**src/rtl/branch_predictor.sv**
```systemverilog
// rtl/branch_predictor.sv - direct-mapped BTB with 2-bit counters and control-flow perf counters
module branch_predictor #(
    parameter int IDX_W = 4,
    parameter int TAG_W = 32 - IDX_W - 2
) (
    input  logic        i_clk,
    input  logic        i_rst_n,
    input  logic [31:0] i_pc_if,
    output logic        o_pred_taken_if,
    output logic [31:0] o_pred_pc_if,
    input  logic        i_is_ctrl_ex,
    input  logic [31:0] i_pc_ex,
    input  logic        i_pc_sel,
    input  logic [31:0] i_alu_data_ex,
    input  logic        i_mispred_ex,
    output logic [31:0] o_ctrl_cnt,
    output logic [31:0] o_mispred_cnt
);

    localparam int ENTRIES = 1 << IDX_W;

    logic [ENTRIES-1:0] valid_q;
    logic [TAG_W-1:0]   tag_q    [ENTRIES];
    logic [31:0]        target_q [ENTRIES];
    logic [1:0]         ctr_q    [ENTRIES];

    logic [31:0] ctrl_cnt;
    logic [31:0] mispred_cnt;

    logic [IDX_W-1:0] idx_if;
    logic [TAG_W-1:0] tag_if;
    logic             hit_if;
    logic [IDX_W-1:0] idx_ex;
    logic [TAG_W-1:0] tag_ex;
    logic             hit_ex;
    logic             unused_pc_low;

    // Word-aligned PCs: the two low bits carry no index or tag information.
    assign unused_pc_low = ^{i_pc_if[1:0], i_pc_ex[1:0]};

    assign idx_if = i_pc_if[IDX_W+1:2];
    assign tag_if = i_pc_if[31:IDX_W+2];
    assign idx_ex = i_pc_ex[IDX_W+1:2];
    assign tag_ex = i_pc_ex[31:IDX_W+2];

    assign hit_if = valid_q[idx_if] && (tag_q[idx_if] == tag_if);
    assign hit_ex = valid_q[idx_ex] && (tag_q[idx_ex] == tag_ex);

    // Lookup reads only registered state, so a same-edge update is not visible yet.
    always_comb begin
        o_pred_taken_if = hit_if && ctr_q[idx_if][1];
        o_pred_pc_if    = o_pred_taken_if ? target_q[idx_if] : (i_pc_if + 32'd4);
    end

    always_ff @(posedge i_clk or negedge i_rst_n) begin
        if (!i_rst_n) begin
            valid_q <= '0;
            for (int i = 0; i < ENTRIES; i++) begin
                tag_q[i]    <= '0;
                target_q[i] <= '0;
                ctr_q[i]    <= '0;
            end
        end else if (i_is_ctrl_ex) begin
            if (hit_ex) begin
                if (i_pc_sel) begin
                    if (ctr_q[idx_ex] != 2'b11) begin
                        ctr_q[idx_ex] <= ctr_q[idx_ex] + 2'b01;
                    end
                    target_q[idx_ex] <= i_alu_data_ex;
                end else if (ctr_q[idx_ex] != 2'b00) begin
                    ctr_q[idx_ex] <= ctr_q[idx_ex] - 2'b01;
                end
            end else if (i_pc_sel) begin
                // A taken miss allocates weakly taken; a not-taken miss leaves the table alone.
                valid_q[idx_ex]  <= 1'b1;
                tag_q[idx_ex]    <= tag_ex;
                target_q[idx_ex] <= i_alu_data_ex;
                ctr_q[idx_ex]    <= 2'b10;
            end
        end
    end

    always_ff @(posedge i_clk or negedge i_rst_n) begin
        if (!i_rst_n) begin
            ctrl_cnt    <= '0;
            mispred_cnt <= '0;
        end else begin
            if (i_is_ctrl_ex && (ctrl_cnt != 32'hFFFF_FFFF)) begin
                ctrl_cnt <= ctrl_cnt + 32'd1;
            end
            if (i_is_ctrl_ex && i_mispred_ex && (mispred_cnt != 32'hFFFF_FFFF)) begin
                mispred_cnt <= mispred_cnt + 32'd1;
            end
        end
    end

    assign o_ctrl_cnt    = ctrl_cnt;
    assign o_mispred_cnt = mispred_cnt;

endmodule

```
**config.mk**
```make
export PLATFORM = sky130hd
export DESIGN_NAME = branch_predictor
export DESIGN_NICKNAME = d
export VERILOG_FILES = /design/src/rtl/branch_predictor.sv
export SDC_FILE = /design/constraint.sdc
export NUM_CORES = 2
export LEC_CHECK = 0
export CAP_MARGIN = 30
export CORE_UTILIZATION = 30
export DETAILED_ROUTE_END_ITERATION = 16
export DONT_BUFFER_PORTS = 1
export SYNTH_ARGS = -nofsm -noshare
export SYNTH_HDL_FRONTEND = slang
export SYNTH_SLANG_ARGS = --single-unit
export TNS_END_PERCENT = 50
```
**constraint.sdc**
```tcl
create_clock -name i_clk -period 5.4 [get_ports i_clk]
set_clock_uncertainty 0.1 [all_clocks]
set_input_delay 0.54 -clock i_clk [delete_from_list [all_inputs] [get_ports i_clk]]
set_output_delay 0.54 -clock i_clk [all_outputs]
set_load 0.005 [all_outputs]
```
# After elaboration in Yosys (flattened, before gate mapping)
# Cells that the tools add are included.
dict set report classes {
  add_sub_neg 5
  multipliers 0
  div 0
  order_cmp 6
  eq_ne 6
  shift 0
  muxes 37
  n_bitwise 7
  n_reduce_logical 14
}
# operator n
set ops {}
lappend ops {{512-bit bitwise mux} 1}
lappend ops {{416-bit bitwise mux} 1}
lappend ops {{32-bit 2-to-1 mux} 9}
lappend ops {{26-bit binary-select mux with 4-bit select} 2}
lappend ops {{26-bit 2-to-1 mux} 5}
lappend ops {{32-bit binary-select mux with 4-bit select} 1}
lappend ops {{32-bit demux with 4-bit select} 1}
lappend ops {{26-bit demux with 4-bit select} 1}
lappend ops {{32-bit by 1-bit adder with 32-bit output (second input constant)} 2}
lappend ops {{32-bit bitwise mux} 2}
lappend ops {{32-bit inequality test (second input constant)} 2}
lappend ops {{26-bit equality test} 2}
lappend ops {{32-bit by 3-bit adder with 32-bit output (second input constant)} 1}
lappend ops {{16-bit bitwise OR} 2}
lappend ops {{16-bit AND} 1}
lappend ops {{2-bit binary-select mux with 4-bit select} 2}
lappend ops {{16-bit NOT} 1}
lappend ops {{5-bit >= comparator (second input constant)} 2}
lappend ops {{4-bit by 5-bit < comparator with 1-bit output (second input constant)} 2}
lappend ops {{2-bit 2-to-1 mux} 5}
lappend ops {{4-bit NOT with 5-bit output} 2}
lappend ops {{1-bit binary-select mux with 4-bit select} 2}
lappend ops {{2-bit demux with 4-bit select} 1}
lappend ops {{1-bit logical AND} 8}
lappend ops {{13 further kinds} 17}
dict set report word_totals {
  regBits 1040
  latchBits 0
  ramBits 0
  mem_bits_ro 0
  inputBits 101
  output_inout_bits 97
  mem_count 0
}

# Logic depth before layout (Yosys ltp)
dict set report logic_depth {
  depth_word 9
  mapped_depth 17
  depth_no_buf 10
}

# Worst setup path before layout
# No wires, ideal clock.
dict set report synth_path {
  path_kind {in2out}
  start {in i_pc_if[2]}
  end {out o_pred_pc_if[22]}
  arrival_ns 3.996
  t_required_ns 4.760
  setup_slack_ns 0.764
  path_stages 11
  n_path_buf 4
  path_cell_list {buf_2 > buf_2 > buf_2 > mux4_2 > a211oi_1 > a21oi_1 > xor2_1 > or4b_2 > nor4_4 > buf_2 > mux2_2}
}
dict set report synth_between {
  elab_chain_len 8
  word_cells_on_any_way 17
}
# item line
set synth_lines {}
lappend synth_lines {{from (decl)} 8} ;# input logic [31:0] i_pc_if,
lappend synth_lines {{4-bit NOT with 5-bit output (not written as such)} {46, 51, 52}}
lappend synth_lines {{26-bit binary-select mux with 4-bit select} 46} ;# assign hit_if = valid_q[idx_if] && (tag_q[idx_if] == tag_if);
lappend synth_lines {{26-bit 2-to-1 mux (not written as such) (2 in a row)} 46}
lappend synth_lines {{26-bit equality test} 46}
lappend synth_lines {{1-bit logical AND} 46}
lappend synth_lines {{1-bit logical AND} 51} ;# o_pred_taken_if = hit_if && ctr_q[idx_if][1];
lappend synth_lines {{32-bit 2-to-1 mux (*)} 52} ;# o_pred_pc_if = o_pred_taken_if ? target_q[idx_if] : (i_pc_if + 32'd4);
lappend synth_lines {{to (decl)} 10} ;# output logic [31:0] o_pred_pc_if,
# Every way passes the cells marked *; elsewhere a longest branch is shown, timed or not. The select of a mux whose other input is x is not followed.

# Worst setup path after layout
dict set report layout_path {
  start {reg tag_q[398] (netlist bit)}
  end {out o_pred_pc_if[21]}
}
dict set report layout_between {
  elab_chain_len 7
}
# item line
set layout_lines {}
lappend layout_lines {{from (decl)} 23} ;# logic [TAG_W-1:0] tag_q [ENTRIES];
lappend layout_lines {{from (signal, indexed assignment)} 76} ;# tag_q[idx_ex] <= tag_ex;
lappend layout_lines {{26-bit binary-select mux with 4-bit select} 46}
lappend layout_lines {{26-bit 2-to-1 mux (not written as such) (2 in a row)} 46}
lappend layout_lines {{26-bit equality test} 46}
lappend layout_lines {{1-bit logical AND} 46}
lappend layout_lines {{1-bit logical AND} 51}
lappend layout_lines {{32-bit 2-to-1 mux} 52}
# No other way between the ends. The select of a mux whose other input is x is not followed.

==> qor.txt <==
Power Dens Cells: 369 nW/um^2
antenna violations before repair: 17
CTS buffer count: 109
vias in the first global route: 31900
Area contributors post-synth: dfrtp_1 (50%), mux2_2 (21%), mux4_2 (15%)
GRT overflow: 0
final non-filler cell total: 5795
root buf cell: clkbuf_16
1st-iter DRT viols: 2282
CTS tree: built
Cells after Synth: 3457
Final Cell Area: 58600 sq um
Clock transition at path regs: 0.06 ns
share of cells above drive strength 1: 46.5%
# setup viols final: 0
Seq cells post-synth: 1040
area leader, netlist: dfrtp_1
GRT Total Usage: 17.2%
Pins Over Slew Limit: 831
YS warnings: 0
Slew headroom: -115%
final worst slack: 0.334 ns
failing checks: negative hold slack, max-slew violations
Peak VDD IR: 0.255 mV
Chip Width: 418 um
Worst Setup Path Type: reg2out
status: finished with violations
R2R depth: 11
type of origin of the critical path: flip-flop
Slew @ Worst Pin: 3.22 ns
largest net degree at the start of global routing: 1041
final core occ: 34.1%
Synth Area in XOR/XNOR: 2.51%
routed wire length: 151000 um
DRC violations left: 0
mux cell area share after synthesis: 39.0%
adder-cell share of the synthesized area: 0.120%
Syn Area/Cell: 15.0 sq um
register area share after synthesis: 50.1%
final period utilization: 93.8%
row count: 152
htree depth: 3
r2r setup slk: 0.91 ns
Detail Route Antenna Nets: 0
share of flip-flops with an asynchronous set or reset: 100%
pre-CTS setup slack: 0.728 ns
max_cap viols: 0
Most used DFF post-synth: dfrtp_1
CP endpoint kind: output port
Mapped Area: 51900 sq um
FF-to-FF End: ctr_q[14]
number of synthesized flops with an enable pin: 0
setup_tns: 0 ns
hold_buf cts: 58
post-route minimum period: 5.07 ns
fmax: 0.197 GHz
Vias/cell: 5.28
syn_nets: 3563
hpwl dp: 85900 um
Crit Path Max Fanout: 24
DP Cell Count: 5525
final hold viol count: 717
CTS Sinks: 1040
share of the synthesized area in the top cell type: 50.1%
# nets final: 3490
first-pass GRT wire length: 224000 um
Die Span Y: 418 um
worst hold-check path type: in2async
CORE AREA: 172000 sq um
critical path arrival: 4.43 ns
# IOs: 198
die footprint: 175000 sq um
post-CTS resize count: 0
Clock Path Buffers: 3
Reg-to-Reg Start: tag_q[381]
hold slack final: -0.544 ns
library cells used by synthesis: 64
critical path data required time: 4.76 ns
largest family of logic cells by synthesized area: multiplexers
RSZ-0062 raised after global routing: false
Synth Area in Compound Gates: 2.00%
Final GP Congestion: 0.821
Starting Density: 30.2%
Setup Buffers After CTS: 0
First-pass DRT Iterations: 5
leakage: 24.9 nW
vias: 30600
simple-gate portion of the synthesized area: 3.53%
mean routed wirelength per cell: 26.0 um
Clock Latency Late Sink: 0.75 ns
Buffers on Ports: 0
placed cell areas: 54200 sq um
Layout area overhead: 12.8%
total power: 21.6 mW
[how the worst max path moves through the flow]
stage / cells past startpoint / end / from
floorplan: 11 / o_pred_pc_if[22] / i_pc_if[2]
global placement: 11 / ctr_q[12] / i_pc_ex[3]
detailed placement: 11 / ctr_q[16] / i_pc_ex[3]
CTS: 7 / o_pred_pc_if[23] / tag_q[358]
global route: 11 / o_pred_pc_if[20] / tag_q[268]
finish: 11 / o_pred_pc_if[21] / tag_q[398]
[power by group]
part	total (mW)	leakage [nW]	switching, mW	internal (mW)
Clock	7.82	1.84	3.30	4.53
Sequential	10.2	13.3	0.930	9.25
Combinational	3.59	9.73	1.29	2.30
Total	21.6	24.9	5.52	16.1
[layer usage]
| layer | GRT usage, % | routed length [um] | share of wire (%) | vias up |
|---|---|---|---|---|
| met5 | 0 | 108 | 0.072 | - |
| met4 | 5.76 | 4630 | 3.1 | 16 |
| met3 | 2.83 | 6670 | 4.4 | 231 |
| met2 | 29.5 | 76400 | 51 | 716 |
| met1 | 21.9 | 62800 | 42 | 16800 |
| li1 | - | - | - | 12900 |
[sequential cells by signal, summed over array words and instances, names as in the netlist]
name and flops:
ctr_q 32, o_mispred_cnt 32, o_ctrl_cnt 32, valid_q 16, tag_q 416, target_q 512
[cell usage in the layout, fill, tap and decap left out, drive strengths merged, types with 3 or more instances in the layout]
cell type	netlist	final
dfrtp	1040	1040
mux2	992	992
mux4	353	353
clkbuf	175	157
mux2i	115	115
nand2	103	103
xnor2	91	91
xor2	58	58
dlygate4sd3	0	58
buf	125	58
nand3	52	52
nor2	41	41
a22oi	35	35
o21ai	32	32
clkinv	0	30
and3	28	28
nand4	25	25
nor3	24	24
nand2b	23	23
nor2b	18	18
a21oi	16	16
a211oi	15	15
inv	12	15
a221oi	10	10
diode	0	9
o22ai	9	9
bufinv	0	9
a22o	8	8
and4	7	7
and2	6	6
or2	6	6
ha	5	5
nor4	5	5
clkinvlp	0	4
o211ai	3	3
a2111oi	3	3
a31oi	3	3
[worst max-delay path: stages, from the launching register on]
cell and delay [ns]:
dfrtp_1 0.41, mux4_2 0.45, nor2b_1 0.14, a211oi_1 0.30, a21oi_1 0.15, xor2_1 0.17, nor4bb_1 0.57, nand4b_1 0.16
or3_1 0.39, nor4_4 0.18, buf_4 0.35, mux2_2 0.41
[Yosys cell counts (all sizes together), types with 10 or more instances]
cell,instances
a211oi,15
a21oi,16
a221oi,10
a22oi,35
and3,28
buf,125
clkbuf,175
dfrtp,1040
inv,12
mux2,992
mux2i,115
mux4,353
nand2,103
nand2b,23
nand3,52
nand4,25
nor2,41
nor2b,18
nor3,24
o21ai,32
xnor2,91
xor2,58
[kinds of logic (layout without fill, tap and decap cells)]
kind of cell | Yosys count | after routing
other | 0 | 9
muxes | 1460 | 1460
xor gates and xnor gates | 149 | 149
adders and majority gates | 5 | 5
and+or+nand+nor | 347 | 347
DFF | 1040 | 1040
AOI/OAI and AO/OA | 144 | 144
buffers and inverters | 312 | 331
[layout make-up]
class	count	area [sq um]
repair buffers	116	1230
diodes	9	22.5
inverters	12	47.5
fillers	16400	113000
clock buffers	157	3170
well taps	2310	2890
multi-input cells	2105	24600
flip-flops and latches	1040	26000
clock inverters	46	578
Power figures use the tool's default switching activity.
